`src/rtl/window_button_decoder.sv`:
```
// window_button_decoder
//   Input conditioning for the car window controller. Synchronises the raw
//   up/down/limit contacts, debounces the two buttons, classifies presses as
//   manual or auto (long press) and drives a registered 3-bit command word.
//
// Parameters
//   DEBOUNCE_CYCLES      consecutive stable cycles before a debounced level flips
//   LONG_PRESS_CYCLES    hold length at or above which a release enters auto mode
//   AUTO_TIMEOUT_CYCLES  cycles an auto command stays asserted
//   CNT_W                width of the hold and auto counters
//
// Ports
//   clk       in   system clock, rising edge
//   rst       in   asynchronous active-high reset
//   btn_up    in   raw up switch (async, bouncy)
//   btn_down  in   raw down switch (async, bouncy)
//   limit     in   raw end-stop switch (async)
//   i[2:0]    out  {auto, down, up}; up and down are never high together
//
// Build option
//   WINDOW_AUTO_EN  when defined, long-press auto mode is compiled in; when
//                   undefined, releases always return to IDLE and i[2] is 0.

module window_button_decoder #(
    parameter int DEBOUNCE_CYCLES     = 16,
    parameter int LONG_PRESS_CYCLES   = 1000,
    parameter int AUTO_TIMEOUT_CYCLES = 4000,
    parameter int CNT_W               = 16
) (
    input  logic       clk,
    input  logic       rst,
    input  logic       btn_up,
    input  logic       btn_down,
    input  logic       limit,
    output logic [2:0] i
);

    localparam int DB_W = $clog2(DEBOUNCE_CYCLES) + 1;
    localparam logic [DB_W-1:0] DB_LAST = DB_W'(DEBOUNCE_CYCLES - 1);

    if (DEBOUNCE_CYCLES < 1 ||
        CNT_W < $clog2(LONG_PRESS_CYCLES + 1) ||
        CNT_W < $clog2(AUTO_TIMEOUT_CYCLES)) begin : g_param_check
        $error("window_button_decoder: invalid DEBOUNCE_CYCLES or CNT_W too narrow");
    end

    // ------------------------------------------------------------------
    // 2-flop synchronisers: bit 0 up, bit 1 down, bit 2 limit
    // ------------------------------------------------------------------
    logic [2:0] sync1;
    logic [2:0] sync2;

    always_ff @(posedge clk or posedge rst) begin
        if (rst) begin
            sync1 <= '0;
            sync2 <= '0;
        end else begin
            sync1 <= {limit, btn_down, btn_up};
            sync2 <= sync1;
        end
    end

    logic s_lim;
    assign s_lim = sync2[2];

    // ------------------------------------------------------------------
    // Debounce: counter runs only while the synchronised level differs from
    // the debounced level; the DEBOUNCE_CYCLES-th differing cycle flips it.
    // ------------------------------------------------------------------
    function automatic logic [DB_W:0] db_step(input logic lvl,
                                              input logic cur,
                                              input logic [DB_W-1:0] cnt);
        logic [DB_W:0] r;
        if (lvl == cur)
            r = {cur, {DB_W{1'b0}}};
        else if (cnt == DB_LAST)
            r = {~cur, {DB_W{1'b0}}};
        else
            r = {cur, cnt + 1'b1};
        return r;
    endfunction

    logic            deb_up;
    logic            deb_dn;
    logic [DB_W-1:0] db_cnt_up;
    logic [DB_W-1:0] db_cnt_dn;

    always_ff @(posedge clk or posedge rst) begin
        if (rst) begin
            deb_up    <= 1'b0;
            deb_dn    <= 1'b0;
            db_cnt_up <= '0;
            db_cnt_dn <= '0;
        end else begin
            {deb_up, db_cnt_up} <= db_step(sync2[0], deb_up, db_cnt_up);
            {deb_dn, db_cnt_dn} <= db_step(sync2[1], deb_dn, db_cnt_dn);
        end
    end

    // ------------------------------------------------------------------
    // Command FSM
    // ------------------------------------------------------------------
`ifdef WINDOW_AUTO_EN
    typedef enum logic [2:0] {
        IDLE, MAN_UP, MAN_DOWN, AUTO_UP, AUTO_DOWN, LOCKOUT
    } state_t;

    localparam logic [CNT_W-1:0] LONG_TH   = CNT_W'(LONG_PRESS_CYCLES);
    localparam logic [CNT_W-1:0] AUTO_LAST = CNT_W'(AUTO_TIMEOUT_CYCLES - 1);

    logic [CNT_W-1:0] hold_cnt, hold_n;
    logic [CNT_W-1:0] auto_cnt, auto_n;
    logic             deb_up_q, deb_dn_q;
    logic             press_rise;

    // A fresh debounced press (either button) cancels auto mode.
    assign press_rise = (deb_up & ~deb_up_q) | (deb_dn & ~deb_dn_q);
`else
    typedef enum logic [1:0] {
        IDLE, MAN_UP, MAN_DOWN, LOCKOUT
    } state_t;
`endif

    state_t     state, state_n;
    logic [2:0] i_n;

    always_ff @(posedge clk or posedge rst) begin
        if (rst) begin
            state    <= IDLE;
            i        <= '0;
`ifdef WINDOW_AUTO_EN
            hold_cnt <= '0;
            auto_cnt <= '0;
            deb_up_q <= 1'b0;
            deb_dn_q <= 1'b0;
`endif
        end else begin
            state    <= state_n;
            i        <= i_n;
`ifdef WINDOW_AUTO_EN
            hold_cnt <= hold_n;
            auto_cnt <= auto_n;
            deb_up_q <= deb_up;
            deb_dn_q <= deb_dn;
`endif
        end
    end

    always_comb begin
        state_n = state;
`ifdef WINDOW_AUTO_EN
        hold_n  = hold_cnt;
        auto_n  = auto_cnt;
`endif
        case (state)
            IDLE: begin
                if (deb_up && deb_dn) begin
                    state_n = LOCKOUT;
                end else if (deb_up) begin
                    state_n = MAN_UP;
`ifdef WINDOW_AUTO_EN
                    hold_n  = '0;
`endif
                end else if (deb_dn) begin
                    state_n = MAN_DOWN;
`ifdef WINDOW_AUTO_EN
                    hold_n  = '0;
`endif
                end
            end
            MAN_UP, MAN_DOWN: begin
`ifdef WINDOW_AUTO_EN
                hold_n = (hold_cnt >= LONG_TH) ? hold_cnt : hold_cnt + 1'b1;
`endif
                if (s_lim) begin
                    state_n = LOCKOUT;
                end else if ((state == MAN_UP) ? deb_dn : deb_up) begin
                    state_n = LOCKOUT;
                end else if ((state == MAN_UP) ? !deb_up : !deb_dn) begin
                    state_n = IDLE;
`ifdef WINDOW_AUTO_EN
                    if (hold_cnt >= LONG_TH) begin
                        state_n = (state == MAN_UP) ? AUTO_UP : AUTO_DOWN;
                        auto_n  = '0;
                    end
`endif
                end
            end
`ifdef WINDOW_AUTO_EN
            AUTO_UP, AUTO_DOWN: begin
                auto_n = auto_cnt + 1'b1;
                if (s_lim || press_rise)
                    state_n = LOCKOUT;
                else if (auto_cnt == AUTO_LAST)
                    state_n = IDLE;
            end
`endif
            LOCKOUT: begin
                if (!deb_up && !deb_dn)
                    state_n = IDLE;
            end
            default: state_n = IDLE;
        endcase

        // Output is decoded from the next state and registered with it, so
        // i changes on the same edge as the state and never glitches.
        i_n = '0;
        case (state_n)
            MAN_UP:    i_n = 3'b001;
            MAN_DOWN:  i_n = 3'b010;
`ifdef WINDOW_AUTO_EN
            AUTO_UP:   i_n = 3'b101;
            AUTO_DOWN: i_n = 3'b110;
`endif
            default:   i_n = 3'b000;
        endcase
    end

endmodule

```
`config.mk`:
```
export PLATFORM = sky130hd
export DESIGN_NAME = window_button_decoder
export DESIGN_NICKNAME = d
export VERILOG_FILES = /design/src/rtl/window_button_decoder.sv
export SDC_FILE = /design/constraint.sdc
export NUM_CORES = 1
export LEC_CHECK = 0
export BUFFER_PORTS_ARGS = -buffer_cell sky130_fd_sc_hd__buf_2
export CAP_MARGIN = 20
export CORE_AREA = 2 2 41 51
export CTS_CLUSTER_SIZE = 12
export DETAILED_ROUTE_END_ITERATION = 10
export DIE_AREA = 0 0 43 53
export MAX_ROUTING_LAYER = met4
export PLACE_DENSITY_LB_ADDON = 0.3
export SYNTH_ARGS = -nofsm -noshare
export SYNTH_HDL_FRONTEND = slang
export SYNTH_SLANG_ARGS = --single-unit
```
`constraint.sdc`:
```
create_clock -name clk -period 2 [get_ports clk]
set_input_delay 0 -clock clk [delete_from_list [all_inputs] [get_ports clk]]
set_output_delay 0 -clock clk [all_outputs]
set_load 0.02 [all_outputs]
```
# == After elaboration in Yosys (flattened, before gate mapping) ==
# Index checks and enable logic that the tools add are counted.
# classes
bitwise_logic,4
n_eq_ne,9
n_reduce_logical,8
addsub,2
mux,15
# op_table
operator,n
two-way mux 5 bit,4
two-way mux 2 bit,7
adder 5 x 1 -> 5 bit (second input constant),2
equality test 5 x 4 -> 1 bit (second input constant),2
equality test 2 bit (second input constant),3
one-hot mux 2 bit (3 select lines),1
equality test 2 x 1 -> 1 bit (second input constant),2
NOT 1 bit,4
one-hot mux 2 bit (2 select lines),1
AND reduction 2 bit,2
equality test 1 bit,2
logical AND 1 bit,2
logical NOT 1 bit,2
logical NOT 2 bit,1
two-way mux 1 bit,2
OR reduction 2 bit,1
# word_totals
wordCells,46
register_bits,23
input_bits,5
out_inout_bits,3

# == Depth between registers and ports, before layout ==
# Gate-level depths: netlist of run 1.
# depth
ltp_word,8
depth_mapped,6
ltp_nobuf,6

# == Worst setup path before layout of run 1 ==
# Ideal clock, no wire load.
# synth_timing
path_kind,flip-flop to flip-flop
start,register state[1]
end,register i[0]
path_buffers,0
required_time_ns,1.920
synth_period_minus_slack_ns,1.544
setup_time_ns,0.080
t_arrival_ns,1.463
slack_ns,0.456
path_stages_with_launch,7
cell_sequence,dfrtp_1 > inv_1 > ha_1 > mux2_4 > o311ai_2 > a21oi_2 > nor3_2
# synth_between
elab_chain_cells,8
elab_cells_between_ends,18
classes_between,eq/ne: 5; mux: 11; reduce/logical: 2
# synth_rtl
item,line,text
start: declaration,124,"state_t state, state_n;"
start signal: assignment,138,state <= state_n;
equality test 2 x 1 -> 1 bit,"155, 177, 179",
two-way mux 1 bit,179,end else if ((state == MAN_UP) ? !deb_up : !deb_dn) begin
two-way mux 2 bit,179,
two-way mux 2 bit,177,end else if ((state == MAN_UP) ? deb_dn : deb_up) begin
two-way mux 2 bit,175,if (s_lim) begin
one-hot mux 2 bit (3 select lines) *,155,case (state)
via state_n[1],124,
equality test 2 bit or equality test 2 x 1 -> 1 bit (tied branches),208,case (state_n)
one-hot mux 2 bit (2 select lines) *,208,
via i_n[0],125,logic [2:0] i_n;
end signal: assignment,139,i <= i_n;
end: declaration,35,output logic [2:0] i
# Mark *: on every way through the listed nets, which the timed path passes. The rest lies on a longest branch.
# A chain may end at the register's enable or synchronous reset.

# == Worst setup path in the final report of run 1 ==
# Same ends and word-level chain as after synthesis.

==> results.txt, run 1 <==
status -> finished, final reports clean
num ports -> 8
Hold Crit Endpoint -> sync1[2]
final setup fails -> 0
drt total wl -> 1318 µm
share of cells above drive strength 1 -> 16.48%
Worst VDD drop -> 652.9 µV
post-cts resize count -> 0
Reg-to-Reg End -> i[0]
area leader, netlist -> dfrtp_1
Worst Skew -> 0.001193 ns
P&R area growth vs syn -> 11.70%
Gate power share -> 30.2%
critical path launch point type -> register
min Tclk post-route -> 1.658 ns
synthesized instance count -> 79
Die W -> 43 µm
Worst-Skew Late Latency -> 0.29 ns
Synth top area share -> 57.82%
sequential fraction of the synthesis area -> 57.82%
Filler cells -> 147
post-route setup TNS -> 0 ns
DR pass1 iterations -> 4
critical path class -> register to register
Post-synth EDFFs -> 0
worst-path fanout max -> 5
Multi-input gate area -> 360.3 µm²
part of the power in the clock network -> 20.7%
number of port buffers -> 6
DP HPWL -> 994.8 µm
# DRC -> 0
Overall Power -> 1100 µW
leakage power -> 0.0005453 µW
RSZ-0062 raised after global routing -> no
Worst Hold Class -> input pin to register
max cap viols -> 0
placed cells -> 102
Core Area -> 1787 µm²
switch share -> 31.16%
Mapped Area -> 952.2 µm²
clock transition at the registers of the reported paths -> 0.11 ns
worst path required time -> 2.22 ns
sequential standard cell area -> 550.5 µm²
H-tree depth -> 1
Post-synth top cells -> dfrtp_1 (22), nor2_1 (8), inv_1 (6), xor2_1 (6), ha_1 (5)
Netlist cell types -> 26
largest net degree at the start of global routing -> 23
Mapped Nets -> 89
vias in the first global route -> 563
asr flop ratio synth -> 100.0%
final instance count without filler cells -> 110
syn_area_per_cell -> 12.05 µm²
slowest stage delay, CP -> 0.44 ns
first-pass GRT wire length -> 2283 µm
grt ovf -> 0
hold path cells -> 2
worst path buffer plus inverter count -> 1
worst r2r src -> state[1]
FF+latch count, synth -> 22
fin nets -> 102
worst min-delay path startpoint -> limit
CTS root buffer -> clkbuf_4
total net switching power -> 342.8 µW
row count -> 17
Routed Antenna Nets -> 0
Slew @ Worst Pin -> 0.7687 ns
Slew Limit Headroom -> 48.70%
CP max stage cell -> dfrtp_1
Hold Fails Final Rpt -> 0
Final Cycle Share -> 82.89%
Top delay family on crit path -> flip-flops
die footprint -> 2279 µm²
Antenna diodes -> 0
maximum buffer depth of the clock tree -> 2
most frequent cell after synthesis -> dfrtp_1
CTS tree -> built
CP cell instances -> inv_1 > ha_1 > mux2_4 > o311ai_2 > a21oi_2 > nor3_2
synth warn -> 0
main area contributors after synthesis -> dfrtp_1 (58%), ha_1 (6.6%), xor2_1 (5.5%)
GRT Total Usage -> 13.93%
RD Place Congestion -> 0.8275
Sink Count -> 22
final core occ -> 59.52%
via count -> 574
Arr. time, crit path -> 1.88 ns
number of CTS-inserted buffers -> 3
pwr/cell area -> 1034 nW/µm²
antenna violations before repair -> 0
Int Pwr -> 757.2 µW
DR iter-0 viols -> 3
DR vias/cell -> 5.218
ys flop type -> dfrtp_1
crit end category -> register
DR WL/cell -> 11.98 µm
Pins Over Slew Limit -> 0
FF-to-FF setup slack -> 0.34 ns
sequential share of power -> 49.1%
f_max -> 0.6032 GHz
Starting Density -> 53.29%
reg2reg path depth -> 6
die height -> 53 µm
cell usage in the layout, fill, tap and decap left out, types with 3 or more instances in the layout:
cell type and instances:
o21ai_0 3, nor2_1 8, xor2_1 6, and2_1 3
dlygate4sd3_1 4, inv_1 6, dfrtp_1 22, clkbuf_4 3
nand3_1 4, ha_1 5, buf_2 6
how the worst max path moves through the flow:
| stage | cells after the start | endpoint | from | slack (ns) |
|---|---|---|---|---|
| floorplan | 6 | i[0] | state[1] | 0.46 |
| global placement | 6 | i[0] | state[1] | 0.39 |
| detailed placement | 6 | i[0] | state[1] | 0.36 |
| CTS | 6 | i[0] | state[1] | 0.33 |
| global route | 6 | i[0] | state[1] | 0.23 |
| finish | 6 | i[0] | state[1] | 0.34 |
sequential cells by signal, indices dropped and copies added, names as in the netlist:
| register | cells |
|---|---|
| db_cnt_dn | 5 |
| db_cnt_up | 5 |
| deb_dn | 1 |
| deb_up | 1 |
| i | 2 |
| state | 2 |
| sync1 | 3 |
| sync2 | 3 |
routing by layer:
layer / share of wire (%) / track usage (%)
met5: 0 / -
met4: 0 / 6.061
met3: 2.5 / 2.048
met2: 51 / 22.73
met1: 46 / 17.46
layout make-up:
type	instances	area share (%)
inverter	6	2.118
timing repair buffer	10	6.588
tap	19	2.235
sequential	22	51.76
clock buffer	4	3.412
multi-input combinational	49	33.88
metrics by stage:
step	worst slack, ns	area [µm²]	hold WS [ns]
after CTS	0.3283	1064	0.3242
after detailed placement	0.3563	987.2	0.1093
after floorplan	0.4565	952.2	-0.01077
final	0.3423	1064	0.3444
after global routing	0.2257	1064	0.3209
after global placement	0.3947	987.2	0.1076
what timing repair did:
item	CTS	global route
buffers inserted	0	0
hold buffers	4	0
hold endpoints to repair	25	0
logic make-up (layout without fill, tap and decap cells):
family / count (synthesis) / in the layout / synth area share, %
multiplexers: 2 / 2 / 2.759
buffers and inverters: 8 / 20 / 4.336
AND/OR/NAND/NOR: 22 / 22 / 11.96
other: 1 / 1 / 0.3938
flip-flops: 22 / 22 / 57.82
AO/OA/AOI/OAI: 13 / 13 / 10.64
adder cells (fa/ha/maj): 5 / 5 / 6.570
XOR/XNOR: 6 / 6 / 5.519
power groups by stage:
stage                     Clock, µW  Combinational, µW  Sequential, µW
after floorplan                   0                245             562
after global placement            0                318             545
after detailed placement          0                330             550
after CTS                       240                338             541
after global routing            256                376             550
final                           227                333             540
Note: power is estimated with default switching activity, not from simulation.
==> run 2, diff against run 1 <==
CORE_AREA = 2 2 43 53   (was 2 2 41 51)
DIE_AREA = 0 0 45 55   (was 0 0 43 53)
clock period = 1.4 ns   (was 2 ns; I/O delays follow)
==> results.txt, run 2 (synthesis gave the netlist of run 1 again) <==
FF-to-FF setup slack -> -0.09 ns (-0.43 ns)
worst-path fanout max -> 4 (-1)
RD Place Congestion -> 0.9045 (+9.3%)
status -> complete, but fails checks
Core Area -> 1982 µm² (+11%)
worst r2r src -> state[0]
Overall Power -> 1944 µW (+77%)
DP HPWL -> 1153 µm (+16%)
placed cells -> 112 (+9.8%)
die footprint -> 2475 µm² (+8.6%)
leakage power -> 0.0005971 µW (+9.5%)
P&R area growth vs syn -> 26.28%
H-tree depth -> 1 (unchanged)
vias in the first global route -> 672 (+19%)
number of CTS-inserted buffers -> 3 (unchanged)
antenna violations before repair -> 0 (unchanged)
worst path required time -> 1.61 ns (-0.61 ns)
Reg-to-Reg End -> i[1]
die height -> 55 µm (+3.8%)
num ports -> 8 (unchanged)
commonest non-fill, non-tap cell in the layout -> dfrtp_1
Worst Skew -> 0.003925 ns (+0.002732 ns)
final instance count without filler cells -> 120 (+9.1%)
final core occ -> 60.67% (+1.1 points)
critical path startpoint -> state[0]
max cap viols -> 0 (unchanged)
Sink Count -> 22 (unchanged)
first-pass GRT wire length -> 2822 µm (+24%)
maximum buffer depth of the clock tree -> 2 (unchanged)
row count -> 18 (+1)
number of port buffers -> 6 (unchanged)
fin nets -> 111 (+8.8%)
GRT Total Usage -> 16.82% (+2.9 points)
worst setup path end -> i[1]
grt ovf -> 0 (unchanged)
RSZ-0062 raised after global routing -> yes
min Tclk post-route -> 1.485 ns (-0.1726 ns)
most frequent cells in the layout -> dfrtp_1 (22), nor2_1 (8), buf_4 (8)
critical path class -> register to register
critical path launch point type -> register
# DRC -> 0 (unchanged)
sequential standard cell area -> 550.5 µm² (unchanged)
DR WL/cell -> 13.43 µm (+12%)
Worst VDD drop -> 876.3 µV (+34%)
via count -> 633 (+10%)
biggest regs -> db_cnt_dn: 5 flops, db_cnt_up: 5 flops
CTS root buffer -> clkbuf_4
hold_ws -> 0.2602 ns (-0.08416 ns)
fin worst setup slack -> -0.08512 ns (-0.4274 ns)
final setup fails -> 3 (+3)
drt total wl -> 1612 µm (+22%)
Pins Over Slew Limit -> 0 (unchanged)
f_max -> 0.6733 GHz (+12%)
Routed Antenna Nets -> 0 (unchanged)
reg2reg path depth -> 6 (unchanged)
Post-CTS Setup Bufs -> 0 (unchanged)
Worst-Skew Late Latency -> 0.30 ns (about the same)
Worst Hold Class -> input pin to asynchronous set/reset pin
clock transition at the registers of the reported paths -> 0.11 ns (about the same)
DR pass1 iterations -> 3 (-1)
Arr. time, crit path -> 1.69 ns (-0.19 ns)
Antenna diodes -> 0 (unchanged)
largest net degree at the start of global routing -> 23 (unchanged)
Die W -> 45 µm (+4.7%)
DR iter-0 viols -> 6 (+3)
crit end category -> register
Filler cells -> 164 (+12%)
pwr/cell area -> 1617 nW/µm² (+56%)
CTS tree -> built
Hold Fails Final Rpt -> 0 (unchanged)
Multi-input gate area -> 426.7 µm² (+18%)
share of cells above drive strength 1 -> 31.00% (+15 points)
Starting Density -> 48.04% (-5.2 points)
failing checks -> negative setup slack
DR vias/cell -> 5.275 (+1.1%)
Final Cycle Share -> 106.1% (+23 points)
-- run 2: report_power, final --
| part | internal, µW | switching (µW) |
|---|---|---|
| logic | 442 | 408 |
| clock network | 159 | 176 |
| registers | 712 | 47.5 |
| total | 1310 | 632 |
-- run 2: cell type report --
type	instances	share of cell area (%)
Clock buffer	4	3.018
Inverter	6	1.873
Multi-Input combinational cell	49	35.48
Sequential cell	22	45.79
Tap cell	20	2.081
Timing Repair Buffer	19	11.76
-- run 2: worst max-delay path, stage by stage (launching register included) --
cell,delay [ns]
dfrtp_1,0.42
buf_6,0.13
inv_1,0.07
ha_4,0.29
o41ai_2,0.06
o21a_1,0.24
o21a_1,0.18
-- run 2: worst min-delay path by stage --
stage,from,to,slack (ns),cells after the start
floorplan,rst,db_cnt_dn[0],-0.01,1
global placement,rst,sync1[2],0.04,3
detailed placement,rst,sync2[1],0.04,3
CTS,rst,sync1[0],0.25,4
global route,rst,deb_dn,0.30,4
finish,rst,sync1[0],0.26,4
-- run 2: timing repair --
item,4_1_cts,5_1_grt
resized for setup,1,9
gates cloned,0,0
endpoints found under the setup margin,4,4
endpoints found under the hold margin,25,0
hold buffers,4,0
pin swaps,2,5
-- run 2: stage by stage --
stage / area [µm²] / worst slack (ns) / TNS (ns)
2_1_floorplan: 954.7 / -0.1370 / -0.2916
3_3_place_gp: 1059 / -0.09956 / -0.2088
3_5_place_dp: 1059 / -0.1554 / -0.3280
4_1_cts: 1145 / -0.1297 / -0.3332
5_1_grt: 1202 / -0.1351 / -0.3891
6_report: 1202 / -0.08512 / -0.1666
-- run 2: metal layers --
layer | vias up | track usage, % | wire length [µm]
met2 | 10 | 30.00 | 881
met1 | 312 | 18.26 | 663
li1 | 307 | - | -
met4 | 0 | 7.353 | 25
met5 | - | - | 0
met3 | 4 | 2.922 | 42
